### config.mk
export PLATFORM = sky130hd
export DESIGN_NAME = target_scheduler_flat
export DESIGN_NICKNAME = d
export VERILOG_FILES = /design/src/rtl/target_scheduler_if.sv /design/src/rtl/target_scheduler.sv /design/src/flat_wrapper.sv
export SDC_FILE = /design/constraint.sdc
export NUM_CORES = 1
export LEC_CHECK = 0
export ABC_AREA = 1
export BUFFER_PORTS_ARGS = -buffer_cell sky130_fd_sc_hd__buf_2
export CORE_AREA = 2 2 66 68
export CTS_CLUSTER_DIAMETER = 80
export CTS_CLUSTER_SIZE = 14
export DETAILED_ROUTE_END_ITERATION = 12
export DIE_AREA = 0 0 68 70
export PLACE_DENSITY = 0.75
export SKIP_LAST_GASP = 1
export SYNTH_ARGS = -nofsm -noshare
export SYNTH_HDL_FRONTEND = slang
export SYNTH_SLANG_ARGS = --single-unit
### constraint.sdc
create_clock -name clkIn -period 2.2 [get_ports clkIn]
set_input_delay 0.33 -clock clkIn [delete_from_list [all_inputs] [get_ports clkIn]]
set_output_delay 0.33 -clock clkIn [all_outputs]
set_load 0.02 [all_outputs]
### src/rtl/target_scheduler_if.sv
// target_scheduler_if: play-field bundle between game FSM/buttons (master) and the target scheduler (slave)
interface target_scheduler_if #(parameter int NUM_TARGETS = 4);
  logic game_active;
  logic tick;
  logic [NUM_TARGETS-1:0] btn;
  logic [NUM_TARGETS-1:0] target_onehot;
  logic player_scored;
  logic target_missed;
  logic wrong_press;
  modport master (output game_active, tick, btn, input target_onehot, player_scored, target_missed, wrong_press);
  modport slave (input game_active, tick, btn, output target_onehot, player_scored, target_missed, wrong_press);
endinterface

### src/rtl/target_scheduler.sv
// target_scheduler: picks a pseudo-random target, times its show window and scores hits/misses.
// Optional TARGET_SPEEDUP_EN shrinks the show window by one tick every 4 hits.
module target_scheduler #(
  parameter int NUM_TARGETS = 4,
  parameter int SHOW_TICKS = 8,
  parameter int GAP_TICKS = 2,
  parameter logic [15:0] LFSR_SEED = 16'hACE1,
  parameter int MIN_SHOW_TICKS = 3
) (
  input logic clkIn,
  input logic reset,
  target_scheduler_if.slave bus
);
  localparam int W = $clog2(NUM_TARGETS);
  localparam logic [15:0] SEED = (LFSR_SEED == 16'd0) ? 16'hACE1 : LFSR_SEED;
  typedef enum logic [1:0] {IDLE, PICK, SHOW, GAP} state_t;
  state_t state;
  logic [15:0] lfsr, lfsr_n;
  logic [W-1:0] prev, idx_raw, idx;
  logic [7:0] cnt, cnt_n, window;
  logic [NUM_TARGETS-1:0] btn_q, btn_qq, rise;
  logic hit, wrong;
  assign lfsr_n = {lfsr[14:0], lfsr[15] ^ lfsr[13] ^ lfsr[12] ^ lfsr[10]};
  assign idx_raw = lfsr_n[W-1:0];
  assign idx = (idx_raw == prev) ? idx_raw + W'(1) : idx_raw;
  assign cnt_n = (bus.tick && cnt != 8'hFF) ? cnt + 8'd1 : cnt;
  assign hit = rise == bus.target_onehot;
  assign wrong = |(rise & ~bus.target_onehot);
`ifdef TARGET_SPEEDUP_EN
  logic [1:0] hits;
  logic [7:0] win_q;
  assign window = win_q;
  always_ff @(posedge clkIn) begin
    if (reset || !bus.game_active) begin
      hits <= '0;
      win_q <= 8'(SHOW_TICKS);
    end else if (state == SHOW && hit) begin
      hits <= hits + 2'd1;
      if (hits == 2'd3 && win_q > 8'(MIN_SHOW_TICKS)) win_q <= win_q - 8'd1;
    end
  end
`else
  assign window = 8'(SHOW_TICKS > MIN_SHOW_TICKS ? SHOW_TICKS : MIN_SHOW_TICKS);
`endif
  // Buttons pass two flops before the edge is registered, so held-through-reset presses never count
  always_ff @(posedge clkIn) begin
    btn_q <= bus.btn;
    btn_qq <= btn_q;
    rise <= btn_q & ~btn_qq;
    bus.player_scored <= 1'b0;
    bus.target_missed <= 1'b0;
    bus.wrong_press <= 1'b0;
    if (reset) begin
      state <= IDLE;
      bus.target_onehot <= '0;
      cnt <= '0;
      lfsr <= SEED;
      prev <= '0;
      btn_q <= '1;
      btn_qq <= '1;
      rise <= '0;
    end else if (!bus.game_active) begin
      state <= IDLE;
      bus.target_onehot <= '0;
    end else begin
      case (state)
        IDLE: state <= PICK;
        PICK: begin
          lfsr <= lfsr_n;
          prev <= idx;
          bus.target_onehot <= NUM_TARGETS'(1) << idx;
          cnt <= '0;
          state <= SHOW;
        end
        SHOW: begin
          if (hit) begin
            bus.player_scored <= 1'b1;
            bus.target_onehot <= '0;
            cnt <= '0;
            state <= GAP;
          end else begin
            bus.wrong_press <= wrong;
            cnt <= cnt_n;
            if (bus.tick && cnt_n >= window) begin
              bus.target_missed <= 1'b1;
              bus.target_onehot <= '0;
              cnt <= '0;
              state <= GAP;
            end
          end
        end
        GAP: begin
          cnt <= (cnt_n >= 8'(GAP_TICKS)) ? 8'd0 : cnt_n;
          state <= (cnt_n >= 8'(GAP_TICKS)) ? PICK : GAP;
        end
      endcase
    end
  end
endmodule

### src/flat_wrapper.sv
// flat-port wrapper written by rule: the top's interface ports become plain ports
module target_scheduler_flat 
#(
  parameter int NUM_TARGETS = 4,
  parameter int SHOW_TICKS = 8,
  parameter int GAP_TICKS = 2,
  parameter logic [15:0] LFSR_SEED = 16'hACE1,
  parameter int MIN_SHOW_TICKS = 3
)
  (clkIn, reset, bus_game_active, bus_tick, bus_btn, bus_target_onehot, bus_player_scored, bus_target_missed, bus_wrong_press);
  target_scheduler_if #(.NUM_TARGETS(NUM_TARGETS)) bus_i ();
  input logic clkIn;
  input logic reset;
  input wire logic [$bits(bus_i.game_active)-1:0] bus_game_active;
  input wire logic [$bits(bus_i.tick)-1:0] bus_tick;
  input wire logic [$bits(bus_i.btn)-1:0] bus_btn;
  output wire logic [$bits(bus_i.target_onehot)-1:0] bus_target_onehot;
  output wire logic [$bits(bus_i.player_scored)-1:0] bus_player_scored;
  output wire logic [$bits(bus_i.target_missed)-1:0] bus_target_missed;
  output wire logic [$bits(bus_i.wrong_press)-1:0] bus_wrong_press;
  assign bus_i.game_active = bus_game_active;
  assign bus_i.tick = bus_tick;
  assign bus_i.btn = bus_btn;
  assign bus_target_onehot = bus_i.target_onehot;
  assign bus_player_scored = bus_i.player_scored;
  assign bus_target_missed = bus_i.target_missed;
  assign bus_wrong_press = bus_i.wrong_press;
  target_scheduler #(.NUM_TARGETS(NUM_TARGETS), .SHOW_TICKS(SHOW_TICKS), .GAP_TICKS(GAP_TICKS), .LFSR_SEED(LFSR_SEED), .MIN_SHOW_TICKS(MIN_SHOW_TICKS)) u_core (.clkIn(clkIn), .reset(reset), .bus(bus_i));
endmodule
==> run summary <==
Outcome = complete, no violations
Synthesized instance count = 299
Internal power = 1.27 mW
H-tree Lvls = 2
Multi-input gate area = 0.00110 mm^2
DR WL/cell = 10.7 um
Mapped Nets = 316
Flop pwr share = 53.9%
WHS Endpoint = u_core.btn_q[2]$_SDFF_PP1_
Pin count of the biggest net entering global routing = 23
Pre-antenna DRT Iters = 4
Die X-Extent = 68 um
IO Count = 15
Non-filler instance count after layout = 367
Required @ worst endpoint = 2.43 ns
Starting Density = 52.3%
Max-cap violation count = 0
Vias per std cell = 4.88
Synth Cell Area = 0.00217 mm^2
Dominant synthesized flop cell = dfxtp_1
Die height = 70 um
Comb pwr share = 9.9%
Period utilization = 91.4%
Vias in the first global route = 1661
Synth Register Bits = 47
Least-Margin Pin Slew = 0.584 ns
WHS = 0.210 ns
Hold path start = bus_btn[2]
Nets@finish = 332
CTS max path bufs = 2
Post-Route WL = 3940 um
Final count of pins violating max slew = 0
Commonest non-fill, non-tap cells in the layout = nand2_1 (75), dfxtp_1 (46), nor2_1 (35)
Clock sink count = 47
WP data arrival = 2.24 ns
Area Overhead vs Synth = 12.9%
Sw power = 0.389 mW
CTS tree = yes
Dpl hpwl = 2780 um
R2r endpoint = u_core.cnt[2]$_SDFFE_PP0P_
Placed instance count = 357
Area of the core = 0.00414 mm^2
Leakage power = 1.02 nW
Share of cells above drive strength 1 = 16.5%
Seq/Total Area, Yosys = 43.4%
Via count = 1792
DRT antenna net count = 0
FF-to-FF Start = u_core.cnt[0]$_SDFFE_PP0P_
First-pass GRT wire length = 6770 um
Clock share of power = 36.2%
Mapped Avg Cell Area = 7.25 um^2
Final setup vio count = 0
Tot GR Track Use = 18.5%
# port buffers = 14
Power, Total = 1.66 mW
Clk Latency, worst-skew pair = 0.30 ns
Inserted Clock Buffers = 5
Fillers = 391
Pwr per Cell Area = 680 mW/mm^2
Startpoint types = register
Hold path depth = 2
Cell Rows = 24
Tmin final = 2.01 ns
Max Fclk = 497 MHz
Register area = 945 um^2
Core Util, Final = 59.1%
Reg2Reg Depth = 15
Setup TNS = 0 ns
Initial antenna violation count = 0
CTS clk-pin slew, worst paths = 0.08 ns
Ys Warns = 0
Crit end category = register
Final Skew = 0.00739 ns
Die Area = 0.00476 mm^2
Clock root buffer = clkbuf_8
Final Hold Vio Count = 0
Peak VDD IR = 0.514 mV
Max FO, Critical Path = 12
Ant. Diodes = 0
Relative slew margins = 61.0%
1st-iter DRT viols = 96
Gr ovfl total = 0
Cell variety after synth = 27
Asr flop ratio synth = 0%
Crit Path Category = reg2reg
RD Place Congestion = 0.907
R2R Setup Slk = 0.19 ns
Hold buffers post-CTS = 0
Sw Share = 23.4%
Hold Path Class = in2reg
Number of synthesized flops with an enable pin = 0
Most common cell after layout, fill and taps aside = nand2_1
DRC violations left = 0
## worst max path at each step
stage                                                           to                  startpoint  cells after the start
after floorplan           u_core.bus.target_onehot[0]$_SDFFE_PP0P_  u_core.cnt[0]$_SDFFE_PP0P_                     15
after global placement                  u_core.cnt[4]$_SDFFE_PP0P_  u_core.cnt[1]$_SDFFE_PP0P_                     15
after detailed placement                u_core.cnt[5]$_SDFFE_PP0P_  u_core.cnt[1]$_SDFFE_PP0P_                     15
after CTS                               u_core.cnt[5]$_SDFFE_PP0P_  u_core.cnt[1]$_SDFFE_PP0P_                     15
after global routing                    u_core.cnt[0]$_SDFFE_PP0P_  u_core.cnt[0]$_SDFFE_PP0P_                     15
final                                   u_core.cnt[2]$_SDFFE_PP0P_  u_core.cnt[0]$_SDFFE_PP0P_                     15
## flip-flops by register name (all words and copies together), names as in the netlist
signal / cells
u_core.btn_q: 4
u_core.bus.target_missed: 1
u_core.lfsr: 16
u_core.prev: 2
u_core.state: 2
u_core.bus.player_scored: 1
u_core.btn_qq: 4
u_core.cnt: 8
u_core.rise: 4
u_core.bus.target_onehot: 4
u_core.bus.wrong_press: 1
## metal layers
metal | vias to the layer above | global-route usage [%] | wire length (um)
li1 | 971 | - | -
met1 | 792 | 21.5 | 1830
met2 | 21 | 31.9 | 1920
met3 | 8 | 3.86 | 115
met4 | 0 | 7.78 | 78
met5 | - | 0 | 0
## synth_stat cells, types with 4 or more instances
cell type	instances	area share (%)
clkbuf_1	8	1.4
nand2_1	75	13
nand2_2	5	1.4
o21ai_0	12	2.8
or2_2	4	1.2
dfxtp_1	47	43
nor3_1	6	1.4
ha_1	9	5.2
nor2_1	35	6.1
inv_1	28	4.8
nand4_1	5	1.4
a21oi_1	23	5.3
nand3_1	18	4.2
## critical path, cell delays in order, from the launching register on
cell     delay, ns
dfxtp_1       0.37
ha_2          0.20
nand2_1       0.09
nor2_4        0.17
nand2_2       0.10
nand2_4       0.10
inv_2         0.05
nand3_1       0.08
nand2_1       0.07
nor2_2        0.14
nand2_2       0.08
nand2_4       0.10
nand2_8       0.10
nand2_8       0.12
nand2_1       0.07
a21oi_2       0.11
## repair_timing
action	CTS	global route
resized for setup	0	10
buffers inserted	0	3
endpoints found under the setup margin	0	12
## area by class of cell
type / instances / area share (%)
clock buffer: 5 / 2.81
clock inverter: 2 / 1.53
inverter: 31 / 4.75
multi-input combinational: 210 / 44.9
sequential: 47 / 38.6
tap: 52 / 2.66
timing repair buffer: 20 / 4.70
## cells by family (layout without fill, tap and decap cells)
group | Yosys count | in the layout | share of synthesized area (%)
AOI/OAI and AO/OA | 37 | 37 | 8.54
buffers and inverters | 42 | 58 | 7.79
adders and majority gates | 9 | 9 | 5.19
DFF | 47 | 47 | 43.4
and+or+nand+nor | 159 | 159 | 33.1
xor gates and xnor gates | 5 | 5 | 2.02
## power groups by stage
stage / Combinational, mW / Sequential, mW / Clock [mW]
6_report: 0.165 / 0.897 / 0.602
5_1_grt: 0.190 / 0.901 / 0.651
4_1_cts: 0.161 / 0.898 / 0.623
3_5_place_dp: 0.159 / 0.918 / 0
3_3_place_gp: 0.156 / 0.917 / 0
2_1_floorplan: 0.124 / 0.919 / 0
## stage by stage
stage / setup WS (ns) / instance area (um^2)
final: 0.188 / 2450
after global routing: -0.00710 / 2450
after CTS: 0.0158 / 2380
after detailed placement: 0.0653 / 2270
after global placement: 0.176 / 2270
after floorplan: 0.289 / 2170
No activity file was read; power rests on OpenSTA's default activity.
